$ cat src/rtl/lsu_lsq_dtlb_arb.sv
// lsu_lsq_dtlb_arb
//   Translation requester for the load/store queue. Scans every LSQ entry for
//   ones that are valid, still carry a virtual tag and have no exception
//   recorded, picks one round-robin, and issues it as the single outstanding
//   request to the DTLB over a valid/ready handshake. The DTLB response is
//   routed back to the owning entry as a one-hot update strobe plus broadcast
//   tag / virt / exception buses.
//
// Ports
//   clk, rst                      clock, synchronous active-high reset
//   flush                         pipeline flush (synchronous)
//   lsq_entry_vld_i               per-entry valid
//   lsq_entry_alloc_i             per-entry (re)allocation pulse
//   lsq_entry_virt_i              per-entry "tag still virtual"
//   lsq_entry_exception_vld_i     per-entry exception already recorded
//   lsq_entry_ls_i                per-entry type, 1 = store, 0 = load
//   lsq_entry_vtag_i              packed vtags, entry k at [k*VTAG +: VTAG]
//   dtlb_req_vld_o/rdy_i          request handshake
//   dtlb_req_vtag_o, dtlb_req_ls_o  request payload
//   dtlb_resp_*                   single-cycle response from the DTLB
//   dtlb_lsq_entry_vld_o          one-hot entry update strobe
//   dtlb_lsq_entry_virt_o/tag_o/exception_vld_o/ecause_o  broadcast update
//
// Optional build macro LSU_DTLB_ARB_PERF_CNT_EN adds two wrapping 32-bit
// counters: dtlb_req_cnt_o (request handshakes) and dtlb_wait_cycle_cnt_o
// (cycles spent waiting for or draining a response).

module lsu_lsq_dtlb_arb #(
   parameter int LSQ_ENTRY_NUM         = 8,
   parameter int LSQ_ENTRY_NUM_WIDTH   = 3,
   parameter int VIRTUAL_ADDR_TAG_LEN  = 27,
   parameter int LSQ_ENTRY_TAG_WIDTH   = 44,
   parameter int EXCEPTION_CAUSE_WIDTH = 4
) (
   input  logic                                            clk,
   input  logic                                            rst,
   input  logic                                            flush,
   input  logic [LSQ_ENTRY_NUM-1:0]                        lsq_entry_vld_i,
   input  logic [LSQ_ENTRY_NUM-1:0]                        lsq_entry_alloc_i,
   input  logic [LSQ_ENTRY_NUM-1:0]                        lsq_entry_virt_i,
   input  logic [LSQ_ENTRY_NUM-1:0]                        lsq_entry_exception_vld_i,
   input  logic [LSQ_ENTRY_NUM-1:0]                        lsq_entry_ls_i,
   input  logic [LSQ_ENTRY_NUM*VIRTUAL_ADDR_TAG_LEN-1:0]   lsq_entry_vtag_i,
   output logic                                            dtlb_req_vld_o,
   input  logic                                            dtlb_req_rdy_i,
   output logic [VIRTUAL_ADDR_TAG_LEN-1:0]                 dtlb_req_vtag_o,
   output logic                                            dtlb_req_ls_o,
   input  logic                                            dtlb_resp_vld_i,
   input  logic [LSQ_ENTRY_TAG_WIDTH-1:0]                  dtlb_resp_ptag_i,
   input  logic                                            dtlb_resp_exception_vld_i,
   input  logic [EXCEPTION_CAUSE_WIDTH-1:0]                dtlb_resp_ecause_i,
   output logic [LSQ_ENTRY_NUM-1:0]                        dtlb_lsq_entry_vld_o,
   output logic                                            dtlb_lsq_entry_virt_o,
   output logic [LSQ_ENTRY_TAG_WIDTH-1:0]                  dtlb_lsq_entry_tag_o,
   output logic                                            dtlb_lsq_entry_exception_vld_o,
   output logic [EXCEPTION_CAUSE_WIDTH-1:0]                dtlb_lsq_entry_ecause_o
`ifdef LSU_DTLB_ARB_PERF_CNT_EN
   ,
   output logic [31:0]                                     dtlb_req_cnt_o,
   output logic [31:0]                                     dtlb_wait_cycle_cnt_o
`endif
);

   typedef enum logic [1:0] {
      S_IDLE  = 2'd0,
      S_REQ   = 2'd1,
      S_WAIT  = 2'd2,
      S_DRAIN = 2'd3
   } state_t;

   state_t                            state;
   state_t                            state_nxt;

   logic [LSQ_ENTRY_NUM_WIDTH-1:0]    rr_ptr;
   logic [LSQ_ENTRY_NUM_WIDTH-1:0]    idx_q;
   logic [VIRTUAL_ADDR_TAG_LEN-1:0]   vtag_q;
   logic                              ls_q;
   logic                              stale;

   logic [LSQ_ENTRY_NUM-1:0]          cand;
   logic                              pick_vld;
   logic [LSQ_ENTRY_NUM_WIDTH-1:0]    pick_idx;
   logic [LSQ_ENTRY_NUM_WIDTH-1:0]    scan_idx;
   logic                              take_pick;
   logic                              entry_lost;
   logic                              fwd;

   // ------------------------------------------------------------------
   // Candidate selection
   // ------------------------------------------------------------------
   assign cand = lsq_entry_vld_i & lsq_entry_virt_i &
                 ~lsq_entry_exception_vld_i & ~lsq_entry_alloc_i;

   // First candidate at or above rr_ptr, wrapping. The index adder wraps
   // naturally because the entry count is a power of two.
   always_comb begin
      pick_vld = 1'b0;
      pick_idx = '0;
      scan_idx = '0;
      for (int unsigned i = 0; i < LSQ_ENTRY_NUM; i++) begin
         scan_idx = rr_ptr + LSQ_ENTRY_NUM_WIDTH'(i);
         if (!pick_vld && cand[scan_idx]) begin
            pick_vld = 1'b1;
            pick_idx = scan_idx;
         end
      end
   end

   // The tracked entry went away (reallocated or invalidated) while its
   // translation was in flight; its response must not be written back.
   assign entry_lost = lsq_entry_alloc_i[idx_q] | ~lsq_entry_vld_i[idx_q];

   // ------------------------------------------------------------------
   // Next-state logic
   // ------------------------------------------------------------------
   always_comb begin
      state_nxt = state;
      unique case (state)
         S_IDLE: begin
            if (!flush && pick_vld) state_nxt = S_REQ;
         end
         S_REQ: begin
            // A request accepted in the same cycle as a flush is already
            // owned by the DTLB, so its response still has to be drained.
            if (dtlb_req_rdy_i)  state_nxt = flush ? S_DRAIN : S_WAIT;
            else if (flush)      state_nxt = S_IDLE;
         end
         S_WAIT: begin
            if (dtlb_resp_vld_i) state_nxt = S_IDLE;
            else if (flush)      state_nxt = S_DRAIN;
         end
         S_DRAIN: begin
            if (dtlb_resp_vld_i) state_nxt = S_IDLE;
         end
         default: state_nxt = S_IDLE;
      endcase
   end

   assign take_pick = (state == S_IDLE) && (state_nxt == S_REQ);

   // ------------------------------------------------------------------
   // State and request registers
   // ------------------------------------------------------------------
   always_ff @(posedge clk) begin
      if (rst) begin
         state  <= S_IDLE;
         rr_ptr <= '0;
         stale  <= 1'b0;
         idx_q  <= '0;
         vtag_q <= '0;
         ls_q   <= 1'b0;
      end else begin
         state <= state_nxt;
         if (take_pick) begin
            idx_q  <= pick_idx;
            vtag_q <= lsq_entry_vtag_i[pick_idx*VIRTUAL_ADDR_TAG_LEN +: VIRTUAL_ADDR_TAG_LEN];
            ls_q   <= lsq_entry_ls_i[pick_idx];
            stale  <= 1'b0;
            rr_ptr <= pick_idx + LSQ_ENTRY_NUM_WIDTH'(1);
         end else if (((state == S_REQ) || (state == S_WAIT)) && entry_lost) begin
            stale <= 1'b1;
         end
      end
   end

   // ------------------------------------------------------------------
   // Request outputs
   // ------------------------------------------------------------------
   assign dtlb_req_vld_o  = (state == S_REQ);
   assign dtlb_req_vtag_o = vtag_q;
   assign dtlb_req_ls_o   = ls_q;

   // ------------------------------------------------------------------
   // Response forwarding (combinational, same cycle as the response)
   // ------------------------------------------------------------------
   assign fwd = dtlb_resp_vld_i && (state == S_WAIT) && !stale && !entry_lost;

   always_comb begin
      dtlb_lsq_entry_vld_o           = '0;
      dtlb_lsq_entry_virt_o          = 1'b0;
      dtlb_lsq_entry_tag_o           = '0;
      dtlb_lsq_entry_exception_vld_o = 1'b0;
      dtlb_lsq_entry_ecause_o        = '0;
      if (fwd) begin
         dtlb_lsq_entry_vld_o[idx_q]    = 1'b1;
         // A faulting translation leaves the entry virtual.
         dtlb_lsq_entry_virt_o          = dtlb_resp_exception_vld_i;
         dtlb_lsq_entry_tag_o           = dtlb_resp_ptag_i;
         dtlb_lsq_entry_exception_vld_o = dtlb_resp_exception_vld_i;
         dtlb_lsq_entry_ecause_o        = dtlb_resp_ecause_i;
      end
   end

   // ------------------------------------------------------------------
   // Optional performance counters (survive flush, cleared by rst)
   // ------------------------------------------------------------------
`ifdef LSU_DTLB_ARB_PERF_CNT_EN
   always_ff @(posedge clk) begin
      if (rst) begin
         dtlb_req_cnt_o        <= '0;
         dtlb_wait_cycle_cnt_o <= '0;
      end else begin
         if ((state == S_REQ) && dtlb_req_rdy_i)
            dtlb_req_cnt_o <= dtlb_req_cnt_o + 32'd1;
         if ((state == S_WAIT) || (state == S_DRAIN))
            dtlb_wait_cycle_cnt_o <= dtlb_wait_cycle_cnt_o + 32'd1;
      end
   end
`endif

endmodule
$ cat config.mk
export PLATFORM = sky130hd
export DESIGN_NAME = lsu_lsq_dtlb_arb
export DESIGN_NICKNAME = d
export VERILOG_FILES = /design/src/rtl/lsu_lsq_dtlb_arb.sv
export SDC_FILE = /design/constraint.sdc
export NUM_CORES = 1
export LEC_CHECK = 0
export ABC_AREA = 1
export ABC_CLOCK_PERIOD_IN_PS = 3300
export BUFFER_PORTS_ARGS = -buffer_cell sky130_fd_sc_hd__buf_4
export CORE_AREA = 4 4 154 156
export CTS_CLUSTER_DIAMETER = 150
export CTS_CLUSTER_SIZE = 28
export DETAILED_ROUTE_END_ITERATION = 8
export DIE_AREA = 0 0 158 160
export PLACE_DENSITY = 0.53
export SYNTH_ARGS = -nofsm -noshare
export SYNTH_HDL_FRONTEND = slang
export SYNTH_SLANG_ARGS = --single-unit
$ cat constraint.sdc
create_clock -name clk -period 3.3 [get_ports clk]
set_input_delay 0.66 -clock clk [delete_from_list [all_inputs] [get_ports clk]]
set_output_delay 0.66 -clock clk [all_outputs]
set_load 0.1 [all_outputs]
-- Word level (Yosys, flattened, before mapping)
Cells that the tools add are included.
- bits in registers: 37
- output and inout bits: 87
- input bits: 310
- $add $sub $neg: 8
- bitwise operators: 7
- multipliers: 1
- order comparisons: 11
- equal/unequal tests: 4
- reduce and logical (&&, ||, !) cells: 27
- multiplexer cells: 52
- shifts and indexed selects: 1
- operators with widths (cell ; count):
    indexed part select 216 x 9 -> 27 bit ; 1
    2-to-1 mux 44 bit ; 1
    < comparator 3 x 4 -> 1 bit, second input constant ; 10
    binary-select mux 1 bit (select 3 bit) ; 11
    AND 8 bit ; 3
    2-to-1 mux 3 bit ; 8
    2-to-1 mux 1 bit ; 22
    inverter 8 bit ; 2
    logical AND 1 bit ; 14
    adder 3 bit, second input constant ; 4
    2-to-1 mux 2 bit ; 6
    logical NOT 1 bit ; 10
    multiplier 3 x 5 -> 8 bit, second input constant ; 1
    2-to-1 mux 8 bit ; 1
    case mux 2 bit (4 select lines) ; 1
    adder 3 x 1 -> 3 bit, second input constant ; 2
    adder 3 x 2 -> 3 bit, second input constant ; 2
    == test 2 x 1 -> 1 bit, second input constant ; 2
    == test 2 bit, second input constant ; 2
    2-to-1 mux 4 bit ; 1
    demux 1 bit (select 3 bit) ; 1
    greater-or-equal comparator 3 x 1 -> 1 bit, second input constant ; 1
    logical NOT 2 bit ; 1
    OR reduction 2 bit ; 1
    other kinds (3) ; 3

-- Depth between registers and ports, before layout
- depth in word-level cells: 33
- depth in mapped cells: 25
- depth with buffers taken out: 21

-- Worst setup path before layout
Ideal clock, no wire load.
- kind: register to output
- start point: register idx_q[1]
- end point: output port dtlb_lsq_entry_vld_o[6]
- cell stages (with the launch flop): 10
- arrival time: 4.496 ns
- slack: -1.856 ns
- path buffers: 2
- cells stage by stage: dfxtp_1 -> clkbuf_1 -> clkinv_1 -> a21oi_1 -> o21ai_0 -> nand2_1 -> nand3_1 -> or3_1 -> clkbuf_1 -> nor4_1
- word-level cells in the longest chain between the ends: 7
- elaborated cells between the ends (all ways): 14
- classes of those cells: order compare (2); mux (7); bitwise (2); reduce/logical (3)
- ends and longest elaborated chain (element ; line ; text):
    start: declaration ; 75 ; logic [LSQ_ENTRY_NUM_WIDTH-1:0] idx_q;
    start signal: assignment ; 155 ; idx_q <= pick_idx;
    parallel branches: the longest is 6 deep, another holds < comparator 3 x 4 -> 1 bit ; - ;
    2-to-1 mux 8 bit * ; 184 ; if (fwd) begin
    end: declaration ; 52 ; output logic [LSQ_ENTRY_NUM-1:0] dtlb_lsq_entry_vld_o,
Mark *: on every way between the ends. The select of a mux whose other input is x is not followed.

-- Worst setup path after layout
- start point: register idx_q[0]
- end point: output port dtlb_lsq_entry_vld_o[0]
Same word-level chain as after synthesis.

==> impl_metrics.yaml <==
run_status:
  outcome: "finished, final reports clean"
critical_path:
  cp_data_arrival_time_ns: 2.52
  regToRegSetupSlack_ns: 0.29
  path_class: "register to primary output"
  start_kind: "register"
  worstPathRequired_ns: 2.64
  critPathCaptureType: "primary output"
  worstPathMaxFanout: 8
pwr:
  total_leakage_power_nw: 4.819
  pwr_density_cell_nw_per_um2: 1296
  ir_drop_mv: 0.7160
placement:
  io_buffer_count: 396
  dp_cells: 1633
  place.gp.congestion: 0.8711
  dpl.hpwl_um: 22960
  preCtsSetupSlack_ns: 0.1713
clock_network:
  htreeDepth: 2
  path_clk_slew_ns: 0.06
  ctsHoldBuffers: 0
  ctsLongestPathBuffers: 2
  numCtsBuffers: 5
  clock_latency_ns: 0.28
  cts.sinks: 37
  cts_tree: "built"
  cts_root_buf: "clkbuf_16"
route:
  drt-wirelength-per-cell_um: 17.15
  vias: 7743
  drt_first_pass_iters: 7
  first_iter_violations: 404
  drtAntennaViolNets: 0
  wirelength_um: 28250
  vias_per_cell: 4.701
  drc_errors: 0
die:
  dieHeight_um: 160
  ios: 397
  coreArea_sq_um: 22370
  dieArea_sq_um: 25280
  die_x_um: 158
  num_rows: 55
  start_util_pct: 23.31
logic_synthesis:
  synth_nets: 1311
  ys_warn_count: 0
  syn_inst: 994
  synth.avg_cell_area_sq_um: 5.244
  ys_seq_area_share_pct: 14.21
  syn_area_sq_um: 5212
  synth_cell_types: 37
  synth_seq_cells: 37
global_routing:
  grt_use_total_pct: 20.72
  grt_pass1_wl_um: 41410
  grt_pass1_vias: 7577
  antenna_found_initial: 1
  grt_max_degree: 84
  grt-ovfl-total: 0
sta:
  max_slew.worst_pin.slew_ns: 0.4363
  rsz0062_at_grt: "false"
  finalCriticalPeriod_ns: 3.181
  hold_viol: 0
  fin_crit_sh_pct: 96.40
  fmax_ghz: 0.3144
  fin_skew_ns: 0.006074
  drv_slew: 0
  maxSlewHeadroom_pct: 70.92
  worst_slack_ns: 0.1189
  setup_viol: 0
job:
  maxCapViolCount: 0
cells_and_area:
  fillerInstances: 2447
  drive_gt1_share_pct: 37.77
  final_cells: 1647
  area_growth_pct: 72.61
  nNetsFinal: 1677
min_path:
  hp-class: "register to register"
-- what timing repair did --
| item | 4_1_cts | 5_1_grt |
|---|---|---|
| resized for setup | 0 | 10 |
| setup buffers | 0 | 5 |
| endpoints found under the setup margin | 0 | 54 |
-- routing by layer --
metal,routed length [um],up-vias,global-route usage (%)
met5,0,-,0
met4,478,0,3.800
met3,2717,18,6.070
met2,15130,326,40.13
met1,9922,3459,21.99
li1,-,3940,-
-- placed cells by master, fill, tap and decap left out, drive strengths merged --
master    synthesis  final
nand2           272    272
nor2            104    104
xor2              1      1
buf              61    434
clkbuf           14      7
clkinvlp          0      1
o21ai            12     12
a211oi            2      2
bufinv            0      1
diode             0      1
clkinv            1      1
xnor2             2      2
a31oi             2      2
nand3           271    271
inv             114    113
ha                7      7
dfxtp            37     37
or2               2      2
or3               1      1
o21bai            1      1
nor4              8      8
a22oi             1      1
a21oi            75     75
o22ai             2      2
nand3b            1      1
o311a             1      1
nand4             2      2
-- path summary, 6_finish.rpt --
kind                                    startpoint                      end  cells after the start
worst max-delay path                      idx_q[0]  dtlb_lsq_entry_vld_o[0]                     11
worst min-delay path            dtlb_req_vtag_o[9]       dtlb_req_vtag_o[9]                      4
worst max register to register           rr_ptr[0]      dtlb_req_vtag_o[16]                     19
worst min register to register  dtlb_req_vtag_o[9]       dtlb_req_vtag_o[9]                      4
-- worst max-delay path, cell delays in order, from the launching register on --
cell        delay (ns)
dfxtp_2           0.34
clkinvlp_4        0.16
buf_12            0.13
nand2_1           0.04
a21oi_1           0.12
o21ai_0           0.10
nand2_1           0.08
nand3_1           0.11
or3_4             0.49
buf_6             0.18
nor4_4            0.21
buf_6             0.26
-- logic make-up after synthesis --
logic type                 Yosys count  share of synthesized area [%]
adders and majority gates            7                          1.680
and+or+nand+nor                    661                          57.59
DFF                                 37                          14.21
AOI/OAI and AO/OA                   96                          9.601
xor gates and xnor gates             3                         0.5042
buffers and inverters              190                          16.42
-- Yosys cell counts (all sizes together) --
library cell,number,area [sq um]
nand4,2,27.53
a31oi,2,12.51
o21ai,12,60.05
nor4,8,50.05
nor2,104,424.2
inv,114,427.9
clkbuf,14,52.55
o22ai,2,12.51
nand3b,1,11.26
buf,61,371.6
o21bai,1,7.510
a21oi,75,375.4
a211oi,2,15.01
clkinv,1,3.750
dfxtp,37,740.7
a22oi,1,7.510
nand3,271,1421
ha,7,87.58
nand2,272,1049
xor2,1,8.760
o311a,1,10.01
or3,1,6.260
or2,2,12.52
xnor2,2,17.52
-- state kept, by name, indices dropped and copies added (netlist names) --
name / flops
dtlb_req_vtag_o: 27
state: 2
stale: 1
idx_q: 3
dtlb_req_ls_o: 1
rr_ptr: 3
-- metrics by stage --
step                instance area (sq um)  utilization (%)  power, mW  hold slack (ns)  TNS, ns
global placement                     8733            39.05      11.16           0.5236        0
detailed placement                   8733            39.05      11.15           0.5280        0
global route                         8997            40.23      12.81           0.5640        0
floorplan                            5421                -      8.142           0.5427   -14.04
finish                               8997            40.23      11.66           0.5376        0
CTS                                  8906            39.82      11.77           0.5402        0
-- where the power goes --
group / switching, mW / internal [mW] / total, mW
clock: 0.193 / 0.378 / 0.571
sequential: 0.120 / 0.628 / 0.748
combinational: 7.03 / 3.31 / 10.3
-- final cells by class --
class                           count  area, sq um  area share (%)
Clock buffer                        7        142.6           1.585
Tap cell                          285        356.6           3.963
Sequential cell                    37        742.0           8.246
Antenna cell                        1        2.502         0.02781
Inverter                          115        436.7           4.853
Clock inverter                      1        30.03          0.3338
Multi-Input combinational cell    767         3856           42.86
Timing Repair Buffer              434         3431           38.13
Power figures use the tool's default switching activity.
